File: src/rtl/jzjpcc_pkg.sv
// Shared types and constants for the jzjpcc pipeline.
package jzjpcc_pkg;

  typedef enum logic [2:0] {
    LB  = 3'b000,
    LH  = 3'b001,
    LW  = 3'b010,
    LBU = 3'b100,
    LHU = 3'b101
  } load_funct3_t;

  localparam int unsigned REG_COUNT = 32;

endpackage

File: src/rtl/jzjpcc_load_formatter.sv
// Extracts and sign/zero-extends the addressed byte or halfword of a loaded word.
module jzjpcc_load_formatter
  import jzjpcc_pkg::*;
(
  input  logic [31:0] word,
  input  logic [2:0]  funct3,
  input  logic [1:0]  byte_offset,
  output logic [31:0] result
);

  logic [7:0]  sel_byte;
  logic [15:0] sel_half;

  always_comb begin
    sel_byte = word[8*byte_offset +: 8];
    // Halfword loads only look at the upper offset bit; misalignment is not this stage's concern.
    sel_half = byte_offset[1] ? word[31:16] : word[15:0];
    case (load_funct3_t'(funct3))
      LB:      result = {{24{sel_byte[7]}}, sel_byte};
      LBU:     result = {24'h000000, sel_byte};
      LH:      result = {{16{sel_half[15]}}, sel_half};
      LHU:     result = {16'h0000, sel_half};
      default: result = word;
    endcase
  end

endmodule

File: src/rtl/jzjpcc_writeback.sv
// Writeback stage: result select, integer register file with write-to-read bypass,
// forwarding bus to execute and retired-instruction counter.
module jzjpcc_writeback
  import jzjpcc_pkg::*;
#(
  parameter int unsigned INSTRET_WIDTH = 64,
  parameter bit          BYPASS_ENABLE = 1'b1
) (
  input  logic                     clock,
  input  logic                     reset,
  input  logic [4:0]               rdAddr_writeback,
  input  logic                     rdWriteEnable_writeback,
  input  logic                     rdSource_writeback,
  input  logic [31:0]              memoryOut_writeback,
  input  logic [31:0]              aluResult_writeback,
  input  logic [2:0]               loadFunct3_writeback,
  input  logic [1:0]               loadByteOffset_writeback,
  input  logic                     instrRetired_writeback,
  input  logic [4:0]               rs1Addr_decode,
  input  logic [4:0]               rs2Addr_decode,
  output logic [31:0]              rs1Data_decode,
  output logic [31:0]              rs2Data_decode,
  output logic [31:0]              rdData_forward,
  output logic [4:0]               rdAddr_forward,
  output logic                     rdForwardValid,
  output logic [INSTRET_WIDTH-1:0] instret
);

  logic [31:0] regs [1:REG_COUNT-1];
  logic [31:0] load_data;

  jzjpcc_load_formatter u_load_formatter (
    .word        (memoryOut_writeback),
    .funct3      (loadFunct3_writeback),
    .byte_offset (loadByteOffset_writeback),
    .result      (load_data)
  );

  always_comb begin
    rdData_forward = rdSource_writeback ? load_data : aluResult_writeback;
    rdAddr_forward = rdAddr_writeback;
    rdForwardValid = rdWriteEnable_writeback && (rdAddr_writeback != 5'd0);
  end

  function automatic logic [31:0] read_port(input logic [4:0] addr);
    if (reset || addr == 5'd0)
      return '0;
    else if (BYPASS_ENABLE && rdForwardValid && addr == rdAddr_writeback)
      return rdData_forward;
    else
      return regs[addr];
  endfunction

  always_comb begin
    rs1Data_decode = read_port(rs1Addr_decode);
    rs2Data_decode = read_port(rs2Addr_decode);
  end

  always_ff @(posedge clock or posedge reset) begin
    if (reset) begin
      for (int unsigned i = 1; i < REG_COUNT; i++)
        regs[i] <= '0;
    end else if (rdForwardValid) begin
      regs[rdAddr_writeback] <= rdData_forward;
    end
  end

  always_ff @(posedge clock or posedge reset) begin
    if (reset)
      instret <= '0;
    else if (instrRetired_writeback)
      instret <= instret + INSTRET_WIDTH'(1);
  end

endmodule

File: config.mk
export PLATFORM = sky130hd
export DESIGN_NAME = jzjpcc_writeback
export DESIGN_NICKNAME = d
export VERILOG_FILES = /design/src/rtl/jzjpcc_pkg.sv /design/src/rtl/jzjpcc_load_formatter.sv /design/src/rtl/jzjpcc_writeback.sv
export SDC_FILE = /design/constraint.sdc
export NUM_CORES = 2
export LEC_CHECK = 0
export CAP_MARGIN = 15
export CORE_ASPECT_RATIO = 0.6
export CORE_MARGIN = 2
export CORE_UTILIZATION = 30
export CTS_BUF_LIST = sky130_fd_sc_hd__clkbuf_16
export CTS_CLUSTER_DIAMETER = 30
export CTS_CLUSTER_SIZE = 8
export DETAILED_ROUTE_END_ITERATION = 12
export PLACE_DENSITY = 0.43
export SYNTH_ARGS = -nofsm -noshare
export SYNTH_HDL_FRONTEND = slang
export SYNTH_SLANG_ARGS = --single-unit
File: constraint.sdc
create_clock -name clock -period 41.9 [get_ports clock]
set_input_delay 4.19 -clock clock [delete_from_list [all_inputs] [get_ports clock]]
set_output_delay 4.19 -clock clock [all_outputs]
set_load 0.03 [all_outputs]
; ---- After elaboration in Yosys (flattened, before gate mapping)
; Cells that the tools add are included.
[word_totals]
in_bits = 89
elab_cells = 72
ff_bits = 1056
output_inout_bits = 166
[classes]
magnitude_cmp = 4
n_addsub = 1
bitwise_logic = 3
n_mux = 16
shift = 1
n_reduce_logical = 10
eq_ne = 5
[ops]
columns = cell, n
row1 = $bwmux W992, 1
row2 = $bmux W32 S5, 2
row3 = $mux W32, 10
row4 = $demux W32 S5, 1
row5 = $pmux W32 S4, 1
row6 = $add A64 B1 Y64 const B, 1
row7 = $shiftx A32 B6 Y8, 1
row8 = $ge A6 B6 Y1 const B, 3
row9 = $not A5 Y6, 3
row10 = $mux W16, 1
row11 = $eq A5 B5 Y1, 2
row12 = $logic_not A5 Y1, 2
row13 = $eq A3 B3 Y1 const B, 2
row14 = $lt A6 B1 Y1 const B, 1
row15 = $reduce_bool A5 Y1, 1
row16 = $logic_and A1 B1 Y1, 4
row17 = $eq A3 B1 Y1 const B, 1
row18 = $logic_not A3 Y1, 1
row19 = $logic_or A1 B1 Y1, 2

; ---- Depth between registers and ports, before layout
[logic_depth]
ltp_word = 6
mapped_depth = 9
ltp_nobuf = 6

; ---- Cells and area by module
; From an unflattened synthesis, not the netlist that was laid out.
[unflattened]
hier_cells = 5388
area_unflattened_um2 = 56296.5
[modules_own_cells]
columns = module, cells_each, area_each_um2, n_inst, seq_area_each_um2
row1 = jzjpcc_writeback, 5292, 55450.7, 1, 26425.3
row2 = jzjpcc_load_formatter, 96, 845.8, 1, 0.0

; ---- Least setup slack after synthesis
; Ideal clock, no wire load.
[synth_timing]
path_kind = input to output
start = in rdAddr_writeback[2]
end = out rs2Data_decode[21]
required_ns = 37.710
arrival_ns = 6.514
path_slack_ns = 31.196
path_stages = 7
path_cell_list = clkbuf_1 -> nor3_1 -> a21boi_0 -> clkbuf_1 -> a21bo_2 -> clkbuf_1 -> o32ai_1
[synth_via]
elab_chain_len = 5
word_cells_on_any_way = 6
[synth_rtl]
columns = item, line
row1 = start: declaration, jzjpcc_writeback.sv:11  ; input logic [4:0] rdAddr_writeback,
row2 = $reduce_bool A5 Y1, jzjpcc_writeback.sv:42  ; rdForwardValid = rdWriteEnable_writeback && (rdAddr_writeback != 5'd0);
row3 = $logic_and A1 B1 Y1, jzjpcc_writeback.sv:42
row4 = named net rdForwardValid, jzjpcc_writeback.sv:25  ; output logic rdForwardValid,
row5 = $logic_and A1 B1 Y1, jzjpcc_writeback.sv:48  ; else if (BYPASS_ENABLE && rdForwardValid && addr == rdAddr_writeback)
row6 = $mux W32, jzjpcc_writeback.sv:48
row7 = $mux W32, jzjpcc_writeback.sv:46  ; if (reset || addr == 5'd0)
row8 = end: declaration, jzjpcc_writeback.sv:22  ; output logic [31:0] rs2Data_decode,
; The timed path passes the listed nets, and every way through them passes these cells.

; ---- Final worst setup path
[layout_timing]
start = in rs1Addr_decode[0]
end = out rs1Data_decode[6]
[layout_via]
elab_chain_len = 6
word_cells_on_any_way = 10
[layout_rtl]
columns = item, line
row1 = start: declaration, jzjpcc_writeback.sv:19  ; input logic [4:0] rs1Addr_decode,
row2 = $not A5 Y6 (implied by the code), jzjpcc_writeback.sv:51  ; return regs[addr];
row3 = $bmux W32 S5, jzjpcc_writeback.sv:51
row4 = $mux W32 (implied by the code) (2 in series), jzjpcc_writeback.sv:51
row5 = $mux W32, jzjpcc_writeback.sv:48
row6 = $mux W32 (*), jzjpcc_writeback.sv:46
row7 = end: declaration, jzjpcc_writeback.sv:21  ; output logic [31:0] rs1Data_decode,
; Every way passes the cells marked *; elsewhere a longest branch is shown, timed or not. The select of a mux whose other input is x is not followed.

==> summary.txt <==
Run status
  – Run status: complete, no violations

Worst setup path
  – Critical path required time: 37.71 ns
  – Setup slack of the most critical reg-to-reg path: 39.22 ns
  – Critical path capture point: rs1Data_decode[6]
  – Category of the critical setup timing path: in2out
  – Cell count of the worst reg-to-reg path: 6
  – Endpoint type of the worst setup path: output pin
  – Launch instance of the worst register-to-register path: instret[0]
  – Worst-path maximum fanout: 52
  – Worst setup path start: rs1Addr_decode[0]
  – End of the worst register-to-register path: instret[52]
  – Worst Path Arrival: 9.54 ns
  – Type of origin of the critical path: input port

Yosys
  – Synthesized net count: 5450
  – XOR/XNOR share of the synthesized area: 1.16%
  – Count of flip-flops with a built-in enable after synthesis: 0
  – Share of synthesized area occupied by flip-flops and latches: 47.8%
  – Synthesized cell area: 55300 sq um
  – Dominant combinational cell family by area after synthesis: multiplexers
  – Share of cell area taken by muxes after synthesis: 19.2%
  – Fraction of the mapped netlist area in compound gates: 17.5%
  – Count of state elements after synthesis: 1056
  – Synthesis warning total: 0
  – Cell types with the largest area share after synthesis: sky130_fd_sc_hd__dfrtp_1, sky130_fd_sc_hd__mux4_2, sky130_fd_sc_hd__o21ai_0, sky130_fd_sc_hd__nand2_1, sky130_fd_sc_hd__mux2i_1
  – Mean Syn Cell Area: 10.3 sq um
  – Number of standard cells after synthesis: 5360
  – Post-Synth Adder-Cell Area: 0.0226%
  – Area share of the largest cell type after synthesis: 47.8%
  – Library cells used by synthesis: 57
  – Simple-Gate Fraction of Synth Area: 9.88%
  – Fraction of registers with async set or reset after synthesis: 100%
  – Cell taking the most area after synthesis: sky130_fd_sc_hd__dfrtp_1
  – Synth Flop Type: sky130_fd_sc_hd__dfrtp_1

Clock network
  – CTS sink count: 1056
  – Clock Pin Slew Worst Setup and Hold Paths: 0.04 ns
  – Gates resized, CTS repair: 0
  – Clock latency on the worst-skew pair: 0.82 ns
  – Clock tree root driver cell: sky130_fd_sc_hd__clkbuf_16
  – Setup repair bufs after CTS: 0
  – CTS tree: built
  – CTS buffer count: 221
  – Count of hold buffers inserted by post-cts repair: 0
  – H-tree levels: 4
  – Clock Tree Buf Depth: 4

Route
  – Total Routed Length: 231000 microns
  – Total number of vias: 44550
  – Detailed-route wire length on metal 1: 114000 microns
  – Top Metal Used: met5
  – Routed length on met3: 16600 microns
  – Violation count after the first detailed-route iteration: 4088
  – Drc violations: 0
  – Residual antenna-violating net count after detailed routing: 0
  – Routed length per instance: 28.7 microns
  – Average vias per placed instance: 5.52
  – Met2 routed WL: 95500 microns
  – Pre-antenna DRT Iters: 5

Global routing
  – Maximum number of pins on one net before global-route repair: 157
  – Via count of the first global-routing pass: 43948
  – Global-route usage over all layers: 24.5%
  – Antenna violations before repair: 10
  – GR Overflow Total: 0
  – Global-route wire length before repair: 334000 microns

Place
  – Placed insts: 7675
  – # port buffers: 254
  – Setup slack after placement: 28.11 ns
  – Final weighted congestion of routability-driven global placement: 0.789
  – Half-perimeter wire length after placement: 135000 microns
  – Area after DPL: 60400 sq um

Floorplan
  – Width of the die: 558 microns
  – Num ports: 255
  – Core Region: 184000 sq um
  – Die Area: 188000 sq um
  – Die Y: 337 microns
  – Effective utilization at floorplan: 30.1%
  – Placement row count: 122

Worst hold path
  – Hold path depth: 1
  – Hold path startpoint: instret[63]
  – Type of the tightest min-delay check: reg2reg

Timing
  – Post-layout min period: 13.73 ns
  – Number of max-slew violations in the final report: 0
  – Max Freq: 72.8 MHz
  – Worst setup slack after layout: 28.17 ns
  – Final Cycle Share: 32.8%
  – Final Skew: 0.0220 ns
  – RSZ-0062 raised after global routing: false
  – Number of setup violations in the final report: 0
  – Slew @ Worst Pin: 1.18 ns
  – Worst-case headroom to the max-slew limit: 21.4%
  – Final total negative setup slack: 0 ns
  – Final hold vios: 0

Power
  – Static leakage: 29.3 nW
  – Share of total power in the clock network: 46.8%
  – Sequential fraction of design power: 36.6%
  – Net switching power: 0.00108 W
  – Pwr dens: 54.9 nW/um^2
  – Worst IR Drop VDD: 0.0000360 V
  – Relative contribution of combinational cells to total power: 16.6%
  – Switching share of power: 29.1%
  – Internal Power: 0.00263 W

Layout
  – Sequential cell area: 26400 sq um
  – Number of nets in the finished design: 5509
  – Fraction of final layout cells sized beyond drive strength 1: 16.2%
  – Fill count: 18291
  – Area used by multi-input combinational logic: 27100 sq um
  – Area of all placed cells without fillers: 67600 sq um
  – Area growth syn-to-layout: 22.2%
  – Post-route insts no fill: 8071

Job
  – # Max-Cap Violations: 0
[cell families (layout without fill, tap and decap cells)]
kind of cell             Yosys count  in the layout
AO/OA/AOI/OAI                   1621           1621
XOR/XNOR                          73             73
adder cells (fa/ha/maj)            1              1
buffers and inverters            598            825
flip-flops                      1056           1056
multiplexers                     684            684
other                              0              4
AND/OR/NAND/NOR                 1327           1327
[synthesized netlist by cell type, drive strengths merged, types with 31 or more instances]
cell / instances
o211ai: 65
mux2i: 320
xnor2: 31
o32ai: 62
o22a: 64
dfrtp: 1056
mux4: 296
inv: 49
and3: 77
mux2: 68
xor2: 42
a22oi: 93
a221oi: 139
nor3: 31
buf: 143
o21ai: 1153
clkbuf: 405
nand2: 1092
[state kept, by name, summed over array words and instances (netlist names)]
signal / cells
regs: 992
instret: 64
[routing by layer]
metal / track usage [%] / vias to the layer above
met5: 0 / -
met4: 6.08 / 6
met3: 5.23 / 362
met2: 34.4 / 1515
met1: 37.8 / 22935
li1: - / 19732
[area by class of cell]
cell class,count,area share [%]
tap,2480,4.59
inverter,50,0.292
timing repair buffer,384,5.26
clock inverter,168,2.48
antenna,4,0.0148
clock buffer,223,8.25
multi-input combinational,3706,40.0
sequential,1056,39.1
[power groups by stage]
| stage | sequential [W] | clock [W] | combinational [W] |
|---|---|---|---|
| final | 0.00136 | 0.00174 | 0.000617 |
| after global routing | 0.00138 | 0.00182 | 0.000683 |
| after CTS | 0.00135 | 0.00177 | 0.000618 |
| after detailed placement | 0.00137 | 0 | 0.000618 |
| after global placement | 0.00136 | 0 | 0.000608 |
| after floorplan | 0.00133 | 0 | 0.000427 |
[worst max-delay path: stages]
cell                              delay, ns
sky130_fd_sc_hd__buf_8                 0.47
sky130_fd_sc_hd__buf_4                 0.91
sky130_fd_sc_hd__buf_4                 0.88
sky130_fd_sc_hd__buf_4                 0.78
sky130_fd_sc_hd__mux2i_1               0.18
sky130_fd_sc_hd__a221oi_1              0.38
sky130_fd_sc_hd__o21ai_0               0.14
sky130_fd_sc_hd__and3_1                0.21
sky130_fd_sc_hd__o32ai_1               0.52
sky130_fd_sc_hd__clkdlybuf4s50_1       0.79
[how the worst min path moves through the flow]
stage | to | slack (ns)
6_report | instret[63] | 0.47
5_1_grt | instret[63] | 0.50
4_1_cts | instret[63] | 0.48
3_5_place_dp | instret[63] | 0.46
2_1_floorplan | regs[896] | 0.46
3_3_place_gp | instret[63] | 0.47
[cells in the final DEF (no fill, tap or decap), types with 35 or more instances in the layout]
cell                              instances
sky130_fd_sc_hd__dfrtp_1               1056
sky130_fd_sc_hd__clkdlybuf4s50_1        245
sky130_fd_sc_hd__o22a_1                  64
sky130_fd_sc_hd__buf_4                  127
sky130_fd_sc_hd__a221oi_1               125
sky130_fd_sc_hd__nand2_1               1067
sky130_fd_sc_hd__clkbuf_16              223
sky130_fd_sc_hd__xor2_1                  42
sky130_fd_sc_hd__o211ai_1                65
sky130_fd_sc_hd__mux2_2                  68
sky130_fd_sc_hd__mux2i_1                320
sky130_fd_sc_hd__clkinv_1                35
sky130_fd_sc_hd__o21ai_0               1147
sky130_fd_sc_hd__inv_1                   88
sky130_fd_sc_hd__mux4_2                 296
sky130_fd_sc_hd__o32ai_1                 62
sky130_fd_sc_hd__and3_1                  77
sky130_fd_sc_hd__a22oi_1                 93
[through the flow]
stage / hold slack [ns] / util (%) / power, W
finish: 0.471 / 36.8 / 0.00372
global route: 0.501 / 36.8 / 0.00389
CTS: 0.477 / 36.8 / 0.00374
detailed placement: 0.464 / 32.8 / 0.00198
global placement: 0.466 / 32.8 / 0.00197
floorplan: 0.460 / - / 0.00176
Note: power is estimated with default switching activity, not from simulation.
